**src/rtl/video2ram_f_if.sv**
```systemverilog
// Pixel stream in and line-buffer RAM write port out of video2ram_f.
// The DUT takes the slave side; the source/RAM model takes the master side.
interface video2ram_f_if;
   logic [23:0] pixel_in;
   logic        pixel_valid;
   logic        hsync_in;
   logic        vsync_in;
   logic [13:0] wraddr;
   logic [23:0] wrdata;
   logic        wren;

   modport master (
      output pixel_in, pixel_valid, hsync_in, vsync_in,
      input  wraddr, wrdata, wren
   );

   modport slave (
      input  pixel_in, pixel_valid, hsync_in, vsync_in,
      output wraddr, wrdata, wren
   );
endinterface

```
**src/rtl/video2ram_f.sv**
```systemverilog
// Capture-side writer: tracks input X/Y, writes the capture window into the
// line-buffer RAM in line-stride layout and flags when output may start.
module video2ram_f #(
   parameter bit HSYNC_ON_POLARITY = 1'b0,
   parameter bit VSYNC_ON_POLARITY = 1'b0,
   parameter int TRIGGER_LINES     = 2
) (
   input  logic         clock,
   input  logic         reset,
   video2ram_f_if.slave vid,
   input  logic [11:0]  h_capture_start,
   input  logic [11:0]  h_capture_end,
   input  logic [11:0]  v_capture_start,
   input  logic [11:0]  v_capture_end,
   input  logic [9:0]   buffer_line_length,
   input  logic [13:0]  ram_numwords,
   output logic         starttrigger,
   output logic [11:0]  frame_lines
);

   localparam logic [11:0] POS_MAX = 12'hFFF;
   localparam logic [11:0] TRIG    = 12'(TRIGGER_LINES);

   // stage 1: raw input samples
   logic [23:0] pix_q;
   logic        valid_q;
   logic        hs_q;
   logic        vs_q;

   // sync history of the previous valid sample, position counters
   logic        hs_act_q, hs_act_d;
   logic        vs_act_q, vs_act_d;
   logic [11:0] x_q, x_d;
   logic [11:0] y_q, y_d;
   logic [13:0] base_q, base_d;
   logic        seen_q, seen_d;
   logic [1:0]  frames_q, frames_d;
   logic [11:0] lines_q, lines_d;
   logic        trig_q, trig_d;
   logic [11:0] flines_q, flines_d;

   // stage 2: RAM write port
   logic        wren_q, wren_d;
   logic [13:0] addr_q, addr_d;
   logic [23:0] data_q, data_d;

   logic        hs_act, vs_act;
   logic        hedge, vedge;
   logic [11:0] x_inc, y_inc;
   logic [11:0] x_cur, y_cur;
   logic [11:0] x_off;
   logic        seen_cur;
   logic        in_h, in_v, prev_in_v;
   logic        fits;
   logic        line_end;
   logic        base_wrap;
   logic        cap;

   always_comb begin
      hs_act    = (hs_q == HSYNC_ON_POLARITY);
      vs_act    = (vs_q == VSYNC_ON_POLARITY);
      hedge     = valid_q & hs_act & ~hs_act_q;
      vedge     = valid_q & vs_act & ~vs_act_q;

      x_inc     = (x_q == POS_MAX) ? POS_MAX : x_q + 12'd1;
      y_inc     = (y_q == POS_MAX) ? POS_MAX : y_q + 12'd1;
      x_cur     = hedge ? 12'd0 : x_inc;
      y_cur     = vedge ? 12'd0 : (hedge ? y_inc : y_q);
      seen_cur  = seen_q | vedge;

      in_h      = (x_cur >= h_capture_start) & (x_cur < h_capture_end);
      in_v      = (y_cur >= v_capture_start) & (y_cur < v_capture_end);
      prev_in_v = (y_q >= v_capture_start) & (y_q < v_capture_end);
      x_off     = x_cur - h_capture_start;
      fits      = x_off < {2'b00, buffer_line_length};

      // vsync wins over a coincident hsync for the line base
      line_end  = hedge & ~vedge & seen_q & prev_in_v;
      base_wrap = base_q >= (ram_numwords - {4'b0000, buffer_line_length});

      base_d = base_q;
      if (vedge)
         base_d = 14'd0;
      else if (line_end)
         base_d = base_wrap ? 14'd0 : base_q + {4'b0000, buffer_line_length};

      hs_act_d = valid_q ? hs_act : hs_act_q;
      vs_act_d = valid_q ? vs_act : vs_act_q;
      x_d      = valid_q ? x_cur  : x_q;
      y_d      = valid_q ? y_cur  : y_q;
      seen_d   = seen_cur;

      frames_d = frames_q;
      if (vedge && frames_q != 2'd2)
         frames_d = frames_q + 2'd1;

      lines_d = lines_q;
      if (line_end && frames_q == 2'd1 && lines_q < TRIG)
         lines_d = lines_q + 12'd1;

      trig_d = trig_q | (lines_q >= TRIG);

      flines_d = flines_q;
      if (vedge && frames_q != 2'd0)
         flines_d = y_inc;

      cap    = valid_q & seen_cur & in_h & in_v & fits;
      wren_d = cap;
      addr_d = cap ? base_d + {2'b00, x_off} : addr_q;
      data_d = cap ? {pix_q[7:0], pix_q[15:8], pix_q[23:16]} : data_q;
   end

   always_ff @(posedge clock) begin
      if (reset) begin
         pix_q    <= '0;
         valid_q  <= 1'b0;
         hs_q     <= 1'b0;
         vs_q     <= 1'b0;
         hs_act_q <= 1'b0;
         vs_act_q <= 1'b0;
         x_q      <= '0;
         y_q      <= '0;
         base_q   <= '0;
         seen_q   <= 1'b0;
         frames_q <= '0;
         lines_q  <= '0;
         trig_q   <= 1'b0;
         flines_q <= '0;
         wren_q   <= 1'b0;
         addr_q   <= '0;
         data_q   <= '0;
      end else begin
         pix_q    <= vid.pixel_in;
         valid_q  <= vid.pixel_valid;
         hs_q     <= vid.hsync_in;
         vs_q     <= vid.vsync_in;
         hs_act_q <= hs_act_d;
         vs_act_q <= vs_act_d;
         x_q      <= x_d;
         y_q      <= y_d;
         base_q   <= base_d;
         seen_q   <= seen_d;
         frames_q <= frames_d;
         lines_q  <= lines_d;
         trig_q   <= trig_d;
         flines_q <= flines_d;
         wren_q   <= wren_d;
         addr_q   <= addr_d;
         data_q   <= data_d;
      end
   end

   assign vid.wren     = wren_q;
   assign vid.wraddr   = addr_q;
   assign vid.wrdata   = data_q;
   assign starttrigger = trig_q;
   assign frame_lines  = flines_q;

endmodule
```
**src/flat_wrapper.sv**
```systemverilog
// flat-port wrapper written by rule: the top's interface ports become plain ports
module video2ram_f_flat 
#(
   parameter bit HSYNC_ON_POLARITY = 1'b0,
   parameter bit VSYNC_ON_POLARITY = 1'b0,
   parameter int TRIGGER_LINES     = 2
)
  (clock, reset, h_capture_start, h_capture_end, v_capture_start, v_capture_end, buffer_line_length, ram_numwords, starttrigger, frame_lines, vid_pixel_in, vid_pixel_valid, vid_hsync_in, vid_vsync_in, vid_wraddr, vid_wrdata, vid_wren);
  video2ram_f_if vid_i ();
  input  logic clock;
  input  logic reset;
  input  logic [11:0] h_capture_start;
  input  logic [11:0] h_capture_end;
  input  logic [11:0] v_capture_start;
  input  logic [11:0] v_capture_end;
  input  logic [9:0] buffer_line_length;
  input  logic [13:0] ram_numwords;
  output logic starttrigger;
  output logic [11:0] frame_lines;
  input wire logic [$bits(vid_i.pixel_in)-1:0] vid_pixel_in;
  input wire logic [$bits(vid_i.pixel_valid)-1:0] vid_pixel_valid;
  input wire logic [$bits(vid_i.hsync_in)-1:0] vid_hsync_in;
  input wire logic [$bits(vid_i.vsync_in)-1:0] vid_vsync_in;
  output wire logic [$bits(vid_i.wraddr)-1:0] vid_wraddr;
  output wire logic [$bits(vid_i.wrdata)-1:0] vid_wrdata;
  output wire logic [$bits(vid_i.wren)-1:0] vid_wren;
  assign vid_i.pixel_in = vid_pixel_in;
  assign vid_i.pixel_valid = vid_pixel_valid;
  assign vid_i.hsync_in = vid_hsync_in;
  assign vid_i.vsync_in = vid_vsync_in;
  assign vid_wraddr = vid_i.wraddr;
  assign vid_wrdata = vid_i.wrdata;
  assign vid_wren = vid_i.wren;
  video2ram_f #(.HSYNC_ON_POLARITY(HSYNC_ON_POLARITY), .VSYNC_ON_POLARITY(VSYNC_ON_POLARITY), .TRIGGER_LINES(TRIGGER_LINES)) u_core (.clock(clock), .reset(reset), .vid(vid_i), .h_capture_start(h_capture_start), .h_capture_end(h_capture_end), .v_capture_start(v_capture_start), .v_capture_end(v_capture_end), .buffer_line_length(buffer_line_length), .ram_numwords(ram_numwords), .starttrigger(starttrigger), .frame_lines(frame_lines));
endmodule
```
**config.mk**
```make
export PLATFORM = sky130hd
export DESIGN_NAME = video2ram_f_flat
export DESIGN_NICKNAME = d
export VERILOG_FILES = /design/src/rtl/video2ram_f_if.sv /design/src/rtl/video2ram_f.sv /design/src/flat_wrapper.sv
export SDC_FILE = /design/constraint.sdc
export NUM_CORES = 1
export LEC_CHECK = 0
export ABC_AREA = 1
export CELL_PAD_IN_SITES_DETAIL_PLACEMENT = 1
export CELL_PAD_IN_SITES_GLOBAL_PLACEMENT = 2
export CORE_ASPECT_RATIO = 0.9
export CORE_MARGIN = 3
export CORE_UTILIZATION = 35
export DETAILED_ROUTE_END_ITERATION = 16
export DONT_BUFFER_PORTS = 1
export GPL_TIMING_DRIVEN = 0
export HOLD_SLACK_MARGIN = 0.12
export PLACE_DENSITY_LB_ADDON = 0.25
export RECOVER_POWER = 100
export SYNTH_ARGS = -nofsm -noshare
export SYNTH_HDL_FRONTEND = slang
export SYNTH_SLANG_ARGS = --single-unit
```
**constraint.sdc**
```tcl
create_clock -name clock -period 7.1 [get_ports clock]
set_clock_uncertainty 0.1 [all_clocks]
set_input_delay 1.42 -clock clock [delete_from_list [all_inputs] [get_ports clock]]
set_output_delay 1.42 -clock clock [all_outputs]
set_load 0.05 [all_outputs]
```
==> Word level (Yosys, flattened, before mapping) <==
Cells that the tools add are included.
{ "word_totals": {"register_bits": 134, "input_bits": 101, "output_inout_bits": 52, "elab_cells": 73} }
{ "op_classes": {"add_sub_neg": 8, "n_lt_le_gt_ge": 10, "eq_ne": 4, "mux": 8, "bitwise": 21, "n_reduce_logical": 5} }
{ "op_table": {"columns": ["cell", "n"], "rows": [
  ["12-bit 2-to-1 mux", 5],
  ["14-bit 2-to-1 mux", 3],
  ["12-bit by 1-bit adder with 12-bit output, second input constant", 3],
  ["12-bit >= comparator", 3],
  ["12-bit less-than comparator", 3],
  ["12-bit equality test, second input constant", 2],
  ["14-bit by 10-bit adder with 14-bit output", 1],
  ["14-bit by 12-bit adder with 14-bit output", 1],
  ["1-bit AND", 14],
  ["14-bit >= comparator", 1],
  ["14-bit by 10-bit subtractor with 14-bit output", 1],
  ["12-bit by 2-bit >= comparator with 1-bit output, second input constant", 1],
  ["12-bit by 10-bit less-than comparator with 1-bit output", 1],
  ["12-bit by 2-bit less-than comparator with 1-bit output, second input constant", 1],
  ["12-bit subtractor", 1],
  ["1-bit NOT", 5],
  ["1-bit logical AND", 4],
  ["2-bit by 1-bit adder with 2-bit output, second input constant", 1],
  ["2-bit by 1-bit equality test with 1-bit output, second input constant", 1],
  ["2-bit != test, second input constant", 1],
  ["1-bit bitwise OR", 2],
  ["2-bit nonzero test", 1]
]} }

==> Longest topological paths before layout <==
{ "logic_depth": {"word_depth": 10, "ltp_mapped": 35, "ltp_nobuf": 35} }

==> Worst setup path after synthesis <==
No wires, ideal clock.
{ "synth_timing": {"path_kind": "input to register", "start": "input port ram_numwords[0]", "end": "register u_core.addr_q[10], in the netlist u_core.vid.wraddr[10]", "setup_time_ns": 0.114, "t_arrival_ns": 5.643, "t_required_ns": 6.886, "slack_ns": 1.243, "cell_stages": 28, "n_path_buf": 0, "path_cell_list": "inv_1 ha_1 fa_1 nor2_1 nor2_1 o21ai_0 nand3_1 nand2_1 nand2_1 o211ai_1 xor2_1 ha_1 nand2_1 inv_1 nand3_1 nor3_1 nor2_1 o21ai_2 a211oi_1 ha_1 fa_1 a21oi_1 o21ai_0 a21oi_1 xor2_1 nand2_1 nand2_1 nor2_1"} }
{ "synth_via": {"elab_chain_cells": 6} }
{ "synth_lines": {"columns": ["item", "line_no", "text"], "rows": [
  ["start: declaration", "flat_wrapper.sv:17", "input logic [13:0] ram_numwords;"],
  ["14-bit by 10-bit subtractor with 14-bit output", "video2ram_f.sv:79", "base_wrap = base_q >= (ram_numwords - {4'b0000, buffer_line_length});"],
  ["14-bit >= comparator", "video2ram_f.sv:79", null],
  ["14-bit 2-to-1 mux", "video2ram_f.sv:85", "base_d = base_wrap ? 14'd0 : base_q + {4'b0000, buffer_line_length};"],
  ["14-bit 2-to-1 mux", "video2ram_f.sv:84", "else if (line_end)"],
  ["14-bit 2-to-1 mux", "video2ram_f.sv:82", "if (vedge)"],
  ["net u_core.base_d[0]", "video2ram_f.sv:35", "logic [13:0] base_q, base_d;"],
  ["14-bit by 12-bit adder with 14-bit output", "video2ram_f.sv:109", "addr_d = cap ? base_d + {2'b00, x_off} : addr_q;"],
  ["end signal: assignment", "video2ram_f.sv:148", "addr_q <= addr_d;"],
  ["end: declaration", "video2ram_f.sv:44", "logic [13:0] addr_q, addr_d;"]
]} }
The timed path passes the listed nets, and every way through them passes these cells.
A chain may end at the register's enable or synchronous reset.

==> Final worst setup path <==
Same ends and word-level chain as after synthesis.

==> metrics.yaml <==
io_pins: 153
cp.required_ps: 7330
clk_pin_slew_ps: 60
tns_ps: 0
post-cts-setup-buffers: 0
grt_pass1_wl_um: 46900
yosysWarningCount: 0
portBuffers: 0
synth_cells: 1453
synth_top_area_cell: "dfxtp_1"
synth-simple-area-share_pct: 27.7
grt_use_total_pct: 20.1
wl_um: 30000
leakage_uw: 0.00548
first_pass_iters: 5
cts_sinks: 134
via_per_inst: 4.86
cpMostUsedCell: "nand2_1"
netlist_top_cells_area: "dfxtp_1 28%, ha_1 17%, nand2_1 11%, inv_1 9.6%, nor2_1 9.2%"
overflow: 0
cts_resized: 0
synth_area_sq_mm: 0.00968
clockBufferDepth: 2
numCtsBuffers: 17
critPathLaunchType: "input pin"
synthArstFlopShare_pct: 0
synth_cell_types: 42
gp_congestion: 0.843
cp_top_family: "simple AND/OR/NAND/NOR gates"
drive_gt1_share_pct: 3.77
row_count: 57
synth_xor_area_share_pct: 4.16
nets: 1708
min_period_ps: 6430
synth.most_common_cell: "nand2_1"
synthMuxAreaShare_pct: 0
cts-root-buf: "clkbuf_16"
ir_drop_v: 0.000156
power.total_uw: 2070
fill_cells: 3584
ys_seq_elements: 134
cp-end-kind: "register"
antenna_found_initial: 0
pre_cts_ws_ps: 187
critPathBufInv: 2
cpPeakStageDelay_ps: 490
rsz0062_at_grt: "false"
placed_cells: 1807
finalSetupViolCount: 0
criticalPathCategory: "input pin to register"
final_cells: 1841
area_delta_synth_final_pct: 10.3
slew_headroom_pct: 46.9
die_h_um: 164
drt_iter0_drc: 286
drc: 0
final-hold-violation-count: 0
min_path_type: "register to register"
die_area_sq_mm: 0.0297
synth.avg_cell_area_sq_um: 6.66
postCtsHoldBufs: 0
synth_enable_flop_cells: 0
p_per_area_mw_per_mm2: 194
fin_ws_ps: 670
synth_nets: 1689
timing.final.crit_share_pct: 90.6
tightest_slew_ps: 796
ys.flop_type: "dfxtp_1"
cpMaxStageDelayCell: "nor2_1"
vias: 8954
drv_cap: 0
synth_top_family_by_area: "simple AND/OR/NAND/NOR gates"
final_antenna_net_count: 0
synthAdderAreaFrac_pct: 17.8
synth_common_cells: "293 x nand2_1, 247 x inv_1, 236 x nor2_1"
outcome: "finished clean"
start_util_pct: 35.7
grt_max_degree: 17
arrival_ps: 6660
cts_tree: "done"
finish.utilization_pct: 39.4
core_sq_mm: 0.0271
slew_violations: 0
grt_pass1_vias: 8946
wl_per_cell_um: 16.3
synth_compound_area_share_pct: 11.3
die_x_um: 181
synth_top_area_share_pct: 27.7
hpwl_um: 25000
yosysSeqAreaShare_pct: 27.7
fmax_mhz: 156
path_max_fanout: 7
worstSkewPairLatency_ps: 430
cts_max_level: 4
[final cells by class]
class,instances,area (sq um),share of cell area [%]
plain buffers,34,148,1.38
well taps,354,443,4.15
flip-flops and latches,134,2680,25.1
clock buffers,18,439,4.11
clock inverters,14,129,1.21
diodes,2,5.00,0.0469
multi-input cells,1035,5890,55.2
inverters,250,938,8.79
[sequential cells by signal, indices dropped and copies added, names as in the netlist]
| signal | cells |
|---|---|
| u_core.pix_q | 24 |
| u_core.starttrigger | 1 |
| u_core.seen_q | 1 |
| u_core.vid.wrdata | 24 |
| u_core.lines_q | 12 |
| u_core.valid_q | 1 |
| u_core.hs_act_q | 1 |
| u_core.x_q | 12 |
| u_core.hs_q | 1 |
| u_core.frame_lines | 12 |
| u_core.frames_q | 2 |
| u_core.vs_act_q | 1 |
| u_core.vid.wren | 1 |
| u_core.vid.wraddr | 14 |
| u_core.y_q | 12 |
| u_core.vs_q | 1 |
| u_core.base_q | 14 |
[path summary, 6_finish.rpt]
check                    startpoint               endpoint  slack [ps]  depth (start not counted)
setup / recovery    ram_numwords[0]  u_core.vid.wraddr[10]         670                         31
hold / removal    u_core.lines_q[7]      u_core.lines_q[7]         320                          2
setup reg to reg      u_core.x_q[0]  u_core.vid.wrdata[17]        1510                         30
hold reg to reg   u_core.lines_q[7]      u_core.lines_q[7]         320                          2
[stage by stage]
stage	cell area [sq um]	hold WS (ps)
4_1_cts	10700	326
3_5_place_dp	10100	316
5_1_grt	10700	339
2_1_floorplan	9680	303
3_3_place_gp	10100	310
6_report	10700	325
[cells by family (layout without fill, tap and decap cells)]
| family | after synthesis | in the layout |
|---|---|---|
| DFF | 134 | 134 |
| xor gates and xnor gates | 46 | 46 |
| and+or+nand+nor | 653 | 653 |
| other | 0 | 2 |
| buffers and inverters | 284 | 316 |
| adders and majority gates | 135 | 135 |
| AOI/OAI and AO/OA | 201 | 201 |
[routing by layer]
metal / up-vias / share of wire, % / track usage (%)
met3: 25 / 3.7 / 3.81
met1: 4161 / 47 / 26.2
met4: 0 / 1.5 / 5.05
li1: 4640 / - / -
met2: 128 / 47 / 34.4
met5: - / 0 / 0
[layout by cell type, fill, tap and decap left out, types with 5 or more instances in the layout]
master and count:
xnor2_1 15, a31oi_1 5, nand2_1 293, dfxtp_1 134, inv_1 247, a21oi_1 101
o21ai_0 67, clkbuf_1 29, nand4_1 10, nor2_1 237, nor4_1 6, nor3_1 18
clkinvlp_4 5, ha_1 131, nand3_1 64, clkbuf_16 17, or2_2 9, xor2_1 31
[worst reg2reg max path, delay by kind of cell, from the launching register on]
kind	cells	cell delay (ps)
AND/OR/NAND/NOR	17	2190
adder cells (fa/ha/maj)	3	810
flip-flops	1	380
AO/OA/AOI/OAI	5	840
buffers and inverters	4	930
XOR/XNOR	1	230
[where the power goes]
group | switching (uW) | total, uW | internal [uW]
Combinational | 261 | 402 | 142
Clock | 374 | 867 | 493
Sequential | 26.6 | 799 | 772
Total | 662 | 2070 | 1410
No activity file was read; power rests on OpenSTA's default activity.
